==> config.mk <==
export PLATFORM = sky130hd
export DESIGN_NAME = cdb_arbiter_flat
export DESIGN_NICKNAME = d
export VERILOG_FILES = /design/src/rtl/cdb_arbiter_if.sv /design/src/rtl/cdb_arbiter.sv /design/src/flat_wrapper.sv
export SDC_FILE = /design/constraint.sdc
export NUM_CORES = 1
export LEC_CHECK = 0
export ABC_AREA = 1
export CAP_MARGIN = 5
export CORE_MARGIN = 8
export CORE_UTILIZATION = 48
export CTS_CLUSTER_DIAMETER = 40
export DETAILED_ROUTE_END_ITERATION = 10
export PLACE_DENSITY = 0.82
export REMOVE_ABC_BUFFERS = 1
export SETUP_SLACK_MARGIN = 0.02
export SLEW_MARGIN = 20
export SYNTH_ARGS = -nofsm -noshare
export SYNTH_HDL_FRONTEND = slang
export SYNTH_SLANG_ARGS = --single-unit
==> constraint.sdc <==
create_clock -name clk -period 3.5 [get_ports clk]
set_clock_uncertainty 0.1 [all_clocks]
set_input_delay 0.35 -clock clk [delete_from_list [all_inputs] [get_ports clk]]
set_output_delay 0.35 -clock clk [all_outputs]
set_load 0.005 [all_outputs]
==> src/rtl/cdb_arbiter_if.sv <==
// Functional-unit result / flush / common-data-bus signal bundle for cdb_arbiter.
// The slave modport is the arbiter; the master modport is the functional units and the ROB flush source.
interface cdb_arbiter_if #(
    parameter int NUM_REQ = 4,
    parameter int TAG_W   = 4,
    parameter int DATA_W  = 32
);
    localparam int SRC_W = $clog2(NUM_REQ);

    logic [NUM_REQ-1:0]             req_valid;
    logic [NUM_REQ-1:0][TAG_W-1:0]  req_tag;
    logic [NUM_REQ-1:0][DATA_W-1:0] req_data;
    logic [NUM_REQ-1:0]             req_ready;
    logic                           flush_valid;
    logic [TAG_W-1:0]               flush_tag;
    logic [TAG_W-1:0]               flush_rear_tag;
    logic                           cdb_valid;
    logic [TAG_W-1:0]               cdb_tag;
    logic [DATA_W-1:0]              cdb_data;
    logic [SRC_W-1:0]               cdb_src;

    modport master (
        output req_valid, req_tag, req_data, flush_valid, flush_tag, flush_rear_tag,
        input  req_ready, cdb_valid, cdb_tag, cdb_data, cdb_src
    );

    modport slave (
        input  req_valid, req_tag, req_data, flush_valid, flush_tag, flush_rear_tag,
        output req_ready, cdb_valid, cdb_tag, cdb_data, cdb_src
    );
endinterface

==> src/rtl/cdb_arbiter.sv <==
// Common-data-bus arbiter: one holding buffer per functional unit, round-robin grant of the
// single registered CDB broadcast, and dropping of results whose ROB tags are squashed by a flush.
module cdb_arbiter #(
    parameter int          NUM_REQ = 4,
    parameter int          TAG_W   = 4,
    parameter int          DATA_W  = 32,
    parameter logic [31:0] MASK    = 32'd7
) (
    input  logic          clk,
    input  logic          rst,
    cdb_arbiter_if.slave  bus
);
    localparam int               SRC_W = $clog2(NUM_REQ);
    localparam logic [TAG_W-1:0] TMASK = MASK[TAG_W-1:0];
    localparam logic [TAG_W-1:0] TONE  = TAG_W'(1);
    localparam logic [SRC_W-1:0] SONE  = SRC_W'(1);

    logic [NUM_REQ-1:0] r_full;
    logic [TAG_W-1:0]   r_tag  [NUM_REQ];
    logic [DATA_W-1:0]  r_data [NUM_REQ];
    logic [SRC_W-1:0]   r_ptr;
    logic               r_cdb_valid;
    logic [TAG_W-1:0]   r_cdb_tag;
    logic [DATA_W-1:0]  r_cdb_data;
    logic [SRC_W-1:0]   r_cdb_src;

    logic [TAG_W-1:0]   w_range;
    logic [TAG_W-1:0]   w_rear_inc;
    logic               w_flush_on;
    logic               w_sq_buf [NUM_REQ];
    logic               w_sq_req [NUM_REQ];
    logic [NUM_REQ-1:0] w_elig;
    logic [NUM_REQ-1:0] w_grant;
    logic [SRC_W-1:0]   w_gnt_idx;
    logic [SRC_W-1:0]   w_cand;
    logic               w_any;

    // Squashed tags are those whose masked distance from flush_tag lies within the flushed span;
    // a span that starts one past the rear is the empty (nothing allocated) case.
    assign w_rear_inc = (bus.flush_rear_tag + TONE) & TMASK;
    assign w_range    = (bus.flush_rear_tag - bus.flush_tag) & TMASK;
    assign w_flush_on = bus.flush_valid && (bus.flush_tag != w_rear_inc);

    for (genvar gi = 0; gi < NUM_REQ; gi++) begin : g_req
        logic [TAG_W-1:0] w_buf_off;
        logic [TAG_W-1:0] w_req_off;

        assign w_buf_off    = (r_tag[gi] - bus.flush_tag) & TMASK;
        assign w_req_off    = (bus.req_tag[gi] - bus.flush_tag) & TMASK;
        assign w_sq_buf[gi] = w_flush_on && (w_buf_off <= w_range);
        assign w_sq_req[gi] = w_flush_on && (w_req_off <= w_range);
        assign w_elig[gi]   = r_full[gi] & ~w_sq_buf[gi];
    end

    always_comb begin
        w_grant   = '0;
        w_gnt_idx = r_ptr;
        w_cand    = r_ptr;
        w_any     = 1'b0;
        for (int k = 0; k < NUM_REQ; k++) begin
            w_cand = r_ptr + SRC_W'(k);
            if (!w_any && w_elig[w_cand]) begin
                w_any     = 1'b1;
                w_gnt_idx = w_cand;
            end
        end
        if (w_any) begin
            w_grant[w_gnt_idx] = 1'b1;
        end
    end

    // A granted buffer frees its slot in the same cycle, so a unit can stream one result per cycle.
    assign bus.req_ready = ~r_full | w_grant;

    always_ff @(posedge clk or negedge rst) begin
        if (!rst) begin
            r_full <= '0;
            for (int i = 0; i < NUM_REQ; i++) begin
                r_tag[i]  <= '0;
                r_data[i] <= '0;
            end
        end else begin
            for (int i = 0; i < NUM_REQ; i++) begin
                if (bus.req_valid[i] && bus.req_ready[i] && !w_sq_req[i]) begin
                    r_full[i] <= 1'b1;
                    r_tag[i]  <= bus.req_tag[i];
                    r_data[i] <= bus.req_data[i];
                end else if (w_grant[i] || w_sq_buf[i]) begin
                    r_full[i] <= 1'b0;
                end
            end
        end
    end

    always_ff @(posedge clk or negedge rst) begin
        if (!rst) begin
            r_ptr       <= '0;
            r_cdb_valid <= 1'b0;
            r_cdb_tag   <= '0;
            r_cdb_data  <= '0;
            r_cdb_src   <= '0;
        end else begin
            r_cdb_valid <= w_any;
            if (w_any) begin
                r_cdb_tag  <= r_tag[w_gnt_idx];
                r_cdb_data <= r_data[w_gnt_idx];
                r_cdb_src  <= w_gnt_idx;
                r_ptr      <= w_gnt_idx + SONE;
            end
        end
    end

    assign bus.cdb_valid = r_cdb_valid;
    assign bus.cdb_tag   = r_cdb_tag;
    assign bus.cdb_data  = r_cdb_data;
    assign bus.cdb_src   = r_cdb_src;
endmodule

==> src/flat_wrapper.sv <==
// flat-port wrapper written by rule: the top's interface ports become plain ports
module cdb_arbiter_flat 
#(
    parameter int          NUM_REQ = 4,
    parameter int          TAG_W   = 4,
    parameter int          DATA_W  = 32,
    parameter logic [31:0] MASK    = 32'd7
)
  (clk, rst, bus_req_valid, bus_req_tag, bus_req_data, bus_flush_valid, bus_flush_tag, bus_flush_rear_tag, bus_req_ready, bus_cdb_valid, bus_cdb_tag, bus_cdb_data, bus_cdb_src);
  cdb_arbiter_if #(.NUM_REQ(NUM_REQ), .TAG_W(TAG_W), .DATA_W(DATA_W)) bus_i ();
  input  logic clk;
  input  logic rst;
  input wire logic [$bits(bus_i.req_valid)-1:0] bus_req_valid;
  input wire logic [$bits(bus_i.req_tag)-1:0] bus_req_tag;
  input wire logic [$bits(bus_i.req_data)-1:0] bus_req_data;
  input wire logic [$bits(bus_i.flush_valid)-1:0] bus_flush_valid;
  input wire logic [$bits(bus_i.flush_tag)-1:0] bus_flush_tag;
  input wire logic [$bits(bus_i.flush_rear_tag)-1:0] bus_flush_rear_tag;
  output wire logic [$bits(bus_i.req_ready)-1:0] bus_req_ready;
  output wire logic [$bits(bus_i.cdb_valid)-1:0] bus_cdb_valid;
  output wire logic [$bits(bus_i.cdb_tag)-1:0] bus_cdb_tag;
  output wire logic [$bits(bus_i.cdb_data)-1:0] bus_cdb_data;
  output wire logic [$bits(bus_i.cdb_src)-1:0] bus_cdb_src;
  assign bus_i.req_valid = bus_req_valid;
  assign bus_i.req_tag = bus_req_tag;
  assign bus_i.req_data = bus_req_data;
  assign bus_i.flush_valid = bus_flush_valid;
  assign bus_i.flush_tag = bus_flush_tag;
  assign bus_i.flush_rear_tag = bus_flush_rear_tag;
  assign bus_req_ready = bus_i.req_ready;
  assign bus_cdb_valid = bus_i.cdb_valid;
  assign bus_cdb_tag = bus_i.cdb_tag;
  assign bus_cdb_data = bus_i.cdb_data;
  assign bus_cdb_src = bus_i.cdb_src;
  cdb_arbiter #(.NUM_REQ(NUM_REQ), .TAG_W(TAG_W), .DATA_W(DATA_W), .MASK(MASK)) u_core (.clk(clk), .rst(rst), .bus(bus_i));
endmodule
Word-level counts from Yosys, hierarchy flattened
Index checks and enable logic that the tools add are counted.

Register bits: 189. Input bits: 159. Output and inout port bits: 43. Word-level logic and storage cells: 126.

Add/subtract/negate cells: 14. Magnitude comparators: 15. Eq/ne operators: 1. Mux-type cells: 32. Bitwise operators: 11. Reductions and logical operators: 36.

Operator list (number): 32-bit binary-select mux with 2-bit select (1); 32-bit 2-to-1 mux (2); 3-bit subtractor (9); 3-bit <= comparator (8); 1-bit logical AND (21); 1-bit 2-to-1 mux (17); 2-bit by 3-bit less-than comparator with 1-bit output, second input constant (5); 4-bit 2-to-1 mux (3); 1-bit binary-select mux with 2-bit select (4); 4-bit binary-select mux with 2-bit select (1); 2-bit nonzero test (4); 1-bit zero test (7); 2-bit 2-to-1 mux (3); 2-bit by 1-bit adder with 2-bit output, second input constant (2); 2-bit adder, second input constant (2); 1-bit AND (4); 1-bit logical OR (4); 4-bit by 3-bit inequality test with 1-bit output (1); 1-bit NOT (4); 4-bit NOT (1); 4-bit bitwise OR (1); 3-bit by 1-bit adder with 3-bit output, second input constant (1); 3-bit >= comparator, second input constant (1); 2-bit NOT with 3-bit output (1); other kinds (2) (2).

Depth between registers and ports, before layout
Depth in word-level cells: 27. Mapped depth: 32. Gate-level depth less buffers: 30.

Least setup slack after synthesis
Ideal clock, no wire load.

Path type: input to output. Start: input port bus_flush_tag[1]. End: output port bus_req_ready[0]. Data arrival time: 3.217 ns. Required time: 3.050 ns. Path slack: -0.167 ns. Cell stages on the path: 20. Path buffers: 3. Cell sequence: inv_1 fa_1 inv_1 ha_1 nand4_1 nand2_1 nand2_1 nand2_2 nand3_1 nand3_1 nand2_4 nand2_2 nor2_4 nand3_2 nand2_1 buf_6 nand2_4 nand2_4 buf_6 buf_6.

Word-level cells in the longest chain between the ends: 23. Elaborated cells between the ends (all ways): 51. Those cells by class: add/sub (5); order compare (6); eq/ne (1); mux (18); bitwise (9); reduce/logical (12).

RTL lines: start, declared (RTL line flat_wrapper.sv:17) `input wire logic [$bits(bus_i.flush_tag)-1:0] bus_flush_tag;`; 3-bit subtractor (tied with other cells) (RTL line cdb_arbiter.sv:48) `assign w_buf_off = (r_tag[gi] - bus.flush_tag) & TMASK;`; 3-bit <= comparator or 1-bit logical AND (tied branches) (RTL line cdb_arbiter.sv:50, cdb_arbiter.sv:42); 1-bit logical AND (RTL line cdb_arbiter.sv:50) `assign w_sq_buf[gi] = w_flush_on && (w_buf_off <= w_range);`; 1-bit NOT (RTL line cdb_arbiter.sv:52) `assign w_elig[gi] = r_full[gi] & ~w_sq_buf[gi];`; 1-bit AND (RTL line cdb_arbiter.sv:52); 1-bit binary-select mux with 2-bit select (RTL line cdb_arbiter.sv:62) `if (!w_any && w_elig[w_cand]) begin`; 1-bit 2-to-1 mux (not written as such) (RTL line cdb_arbiter.sv:62); 1-bit 2-to-1 mux (RTL line cdb_arbiter.sv:62); [... 7 more ...]; 1-bit logical AND (RTL line cdb_arbiter.sv:62); 2-bit 2-to-1 mux (RTL line cdb_arbiter.sv:62); 2-bit by 3-bit less-than comparator with 1-bit output (not written as such) or 2-bit by 1-bit >= comparator with 1-bit output (tied branches) (RTL line cdb_arbiter.sv:68) `w_grant[w_gnt_idx] = 1'b1;`; 1-bit logical AND (not written as such) (RTL line cdb_arbiter.sv:68); 1-bit 2-to-1 mux (not written as such) (RTL line cdb_arbiter.sv:68); 1-bit demux with 2-bit select; 4-bit 2-to-1 mux * (RTL line cdb_arbiter.sv:67) `if (w_any) begin`; 4-bit bitwise OR * (RTL line cdb_arbiter.sv:73) `assign bus.req_ready = ~r_full | w_grant;`; end, declared (RTL line flat_wrapper.sv:19) `output wire logic [$bits(bus_i.req_ready)-1:0] bus_req_ready;`.

Mark *: on every way between the ends. The rest lies on a longest branch, timed or not. The select of a mux whose other input is x is not followed.

Worst setup path after layout
Start: register u_core.r_tag[0] (netlist bit). End: output port bus_req_ready[0].

Word-level cells in the longest chain between the ends: 23. Elaborated cells between the ends (all ways): 33. Those cells by class: add/sub (1); order compare (3); mux (18); bitwise (3); reduce/logical (8).

RTL lines: start, declared (RTL line cdb_arbiter.sv:19) `logic [TAG_W-1:0] r_tag [NUM_REQ];`; start signal, assigned by index (RTL line cdb_arbiter.sv:86) `r_tag[i] <= bus.req_tag[i];`; 3-bit subtractor * (RTL line cdb_arbiter.sv:48); 3-bit <= comparator * (RTL line cdb_arbiter.sv:50); 1-bit logical AND * (RTL line cdb_arbiter.sv:50); 1-bit NOT * (RTL line cdb_arbiter.sv:52); 1-bit AND * (RTL line cdb_arbiter.sv:52); 1-bit binary-select mux with 2-bit select (RTL line cdb_arbiter.sv:62); 1-bit 2-to-1 mux (not written as such) (RTL line cdb_arbiter.sv:62); 1-bit 2-to-1 mux (RTL line cdb_arbiter.sv:62); [... 7 more ...]; 1-bit logical AND (RTL line cdb_arbiter.sv:62); 2-bit 2-to-1 mux (RTL line cdb_arbiter.sv:62); 2-bit by 3-bit less-than comparator with 1-bit output (not written as such) or 2-bit by 1-bit >= comparator with 1-bit output (tied branches) (RTL line cdb_arbiter.sv:68); 1-bit logical AND (not written as such) (RTL line cdb_arbiter.sv:68); 1-bit 2-to-1 mux (not written as such) (RTL line cdb_arbiter.sv:68); 1-bit demux with 2-bit select; 4-bit 2-to-1 mux * (RTL line cdb_arbiter.sv:67); 4-bit bitwise OR * (RTL line cdb_arbiter.sv:73).

Marked as above.

==> reports/metrics.cfg <==
[critical_path]
critPathArrivalTime_ns = 3.68
r2r_slack_ns = -0.61
start_kind = flop
worst-setup-path-type = reg -> out
cp.required_ns = 3.05
crit_start = u_core.r_tag[0]
r2r-start = u_core.r_tag[0]
r2r_cells = 32
r2r_end = u_core.r_data[106]
crit_fanout = 3
endpoint_kind = output port

[routing]
drcViolationCount = 0
wl_per_cell_um = 24.9
drt.antenna.violating_nets = 0
wl_mm = 48.6
drt-initial-drc-count = 1732
dr.pass1.iters = 7
viasPerCell = 6.23
vias = 12100

[layout]
drive_gt1_frac = 0.344
area_growth_pct = 59.5
num-nets-final = 1849
n_fill_cell = 1168

[grt]
grt_first_pass_wirelength_mm = 62.3
grt_pass1_vias = 11600
overflow = 0
antenna_found_initial = 2
grtUsageTotal = 0.299
grt_max_degree = 111

[logic_synthesis]
synth_mux_area_frac = 0
synthXorXnorAreaFrac = 0.00758
synthAdderAreaFrac = 0.0505
yosys.area_share.simple = 0.399
yosysWarnings = 0
synth_compound_area_frac = 0.0256
synth_top_family_by_area = simple AND/OR/NAND/NOR gates
syn_inst = 1340
syn_area_per_cell_um2 = 7.76
synth-seq-area-share = 0.455
synth.distinct_cells = 34
synthesis.area_um2 = 10400
synth_seq_cells = 189

[placed_design]
place_ws_ns = -1.32
gp_congestion = 0.912
port-buffer-count = 200
dp_hpwl_mm = 23.7

[timing]
max-slew-margin-rel = 0.395
post-route-period-util = 1.18
whs_ns = 0.361
setup_viol = 189
fmax_mhz = 242
finalMaxSlewViolations = 0
hold_viol = 0
setup_tns_ns = -85.11
setup_ws_ns = -0.634
rsz0062_at_grt = true
period_needed_ns = 4.13
worst_slew_pin_slew_ns = 0.907

[cts]
cts_htree_levels = 4
tritoncts = built
worstSkewPairLatency_ns = 0.44
cts_num_sinks = 189
clk_pin_slew_worst_paths_ns = 0.08
cts_buffers = 17
cts_root_buf = clkbuf_16
clockBufferDepth = 2

[job]
maxCapViolations = 0

[die]
fp.dieW_um = 163
die_h_um = 163
fp-row-count = 54
io-pin-count = 202
start_util = 0.483
coreArea_um2 = 21600
dieArea_um2 = 26600

[outcome]
violations = setup timing
outcome = complete, but fails checks

[min_path]
hp-start = bus_req_data[11]
whs_path_depth = 3
hp-class = in -> reg
whs_endpoint = u_core.r_data[107]

-- how the worst max path moves through the flow --
stage / slack [ns] / cells after the start / end
after detailed placement: -1.32 / 24 / u_core.bus.cdb_data[2]
after floorplan: -1.71 / 19 / u_core.r_data[0]
after global routing: -0.79 / 24 / bus_req_ready[3]
after CTS: -0.38 / 27 / bus_req_ready[2]
after global placement: -1.13 / 27 / u_core.bus.cdb_data[18]
final: -0.63 / 26 / bus_req_ready[0]
-- what timing repair did --
action / 4_1_cts / 5_1_grt
cloned: 25 / 10
pin swaps: 47 / 91
buffers inserted: 36 / 23
hold buffers: 1 / 0
setup endpoints to repair: 191 / 192
endpoints found under the hold margin: 90 / 0
resized for setup: 252 / 239
-- stage by stage --
stage | util | cell area, µm² | std cells
after floorplan | - | 9930 | 1268
after global placement | 0.611 | 13200 | 1836
after detailed placement | 0.611 | 13200 | 1836
after CTS | 0.722 | 15600 | 1929
after global routing | 0.770 | 16600 | 1949
final | 0.770 | 16600 | 1949
-- routing by layer --
| metal | part of all wire | global-route usage | up-vias | wire (µm) |
|---|---|---|---|---|
| met3 | 0.13 | 0.0688 | 375 | 6220 |
| met2 | 0.45 | 0.493 | 1148 | 22000 |
| met5 | 0.00023 | 0 | - | 11 |
| li1 | - | - | 4914 | - |
| met1 | 0.34 | 0.360 | 5701 | 16300 |
| met4 | 0.083 | 0.153 | 2 | 4030 |
-- cells in the final DEF (no fill, tap or decap), types with 7 or more instances in the layout --
cell and instances:
o211ai_1 24, buf_6 29, nand2_2 180, nand4_1 12, clkbuf_16 25, buf_4 74
inv_1 34, inv_2 10, nand2_4 54, nand2_1 456, nor2_1 7, ha_1 20
dfrtp_1 189, nand3_1 132, nand3_4 12, clkdlybuf4s50_1 193, nand3_2 62, or2_2 20
buf_12 37, buf_16 17
-- worst max-delay path, cell delays in order (launching register included) --
cell,delay (ns)
dfrtp_1,0.40
inv_2,0.08
ha_4,0.12
inv_2,0.04
fa_2,0.41
buf_4,0.15
nand2_1,0.05
nand2_1,0.06
nand2_1,0.14
nand4_1,0.15
nand2_1,0.11
nand2_1,0.08
nand2_2,0.11
nand3_2,0.09
nand2_2,0.14
nand2_2,0.08
nand2_4,0.10
nand2_4,0.08
nand2_2,0.06
nand2_2,0.06
nand2_2,0.07
nand2_2,0.07
buf_6,0.13
nor2_4,0.16
nand2_4,0.09
nand2_4,0.10
buf_6,0.12
-- Yosys cell counts --
| master | instances | area (µm²) |
|---|---|---|
| or2_2 | 21 | 131 |
| nand3_1 | 185 | 926 |
| nand2_4 | 8 | 90.1 |
| nand4_2 | 1 | 12.5 |
| xnor2_1 | 4 | 35.0 |
| dfrtp_1 | 189 | 4730 |
| buf_6 | 19 | 214 |
| maj3_1 | 2 | 20.0 |
| nor3_1 | 1 | 5.00 |
| a21oi_2 | 1 | 8.76 |
| o21ai_0 | 4 | 20.0 |
| a21boi_1 | 4 | 30.0 |
| inv_2 | 2 | 7.51 |
| nand4_1 | 12 | 75.1 |
| xor2_1 | 5 | 43.8 |
| o211ai_1 | 24 | 180 |
| nand2_2 | 19 | 119 |
| nor2_1 | 9 | 33.8 |
| nor2_4 | 2 | 22.5 |
| buf_2 | 22 | 110 |
| o21ai_1 | 1 | 5.00 |
| nand3_2 | 21 | 210 |
| nor3_4 | 1 | 16.3 |
| fa_1 | 9 | 180 |
| nor2_2 | 1 | 6.26 |
| inv_1 | 43 | 161 |
| nand2_1 | 668 | 2510 |
| inv_4 | 1 | 6.26 |
| o21bai_1 | 1 | 7.51 |
| clkbuf_1 | 19 | 71.3 |
| a21oi_1 | 3 | 15.0 |
| buf_1 | 4 | 15.0 |
| buf_4 | 8 | 60.1 |
| ha_1 | 26 | 325 |
-- cell families after synthesis --
family          Yosys count
buf+inv                 118
simple gates            949
fa+ha+maj                37
flops                   189
xor+xnor                  9
compound gates           38
-- cell type report --
class | instances | area [µm²] | share of cell area
Antenna cell | 1 | 2.50 | 0.000151
Clock buffer | 20 | 457 | 0.0275
Clock inverter | 12 | 138 | 0.00830
Inverter | 46 | 180 | 0.0109
Multi-Input combinational cell | 1034 | 6380 | 0.384
Sequential cell | 189 | 4730 | 0.285
Tap cell | 280 | 350 | 0.0211
Timing Repair Buffer | 367 | 4350 | 0.262
-- sequential cells by signal, summed over array words and instances, names as in the netlist --
register / count
u_core.bus.cdb_valid: 1
u_core.r_ptr: 2
u_core.r_data: 128
u_core.bus.cdb_tag: 4
u_core.bus.cdb_src: 2
u_core.r_full: 4
u_core.bus.cdb_data: 32
u_core.r_tag: 16
Power is not shown: default switching activity piles up to over one toggle a cycle in this logic, so the estimate is an artifact.
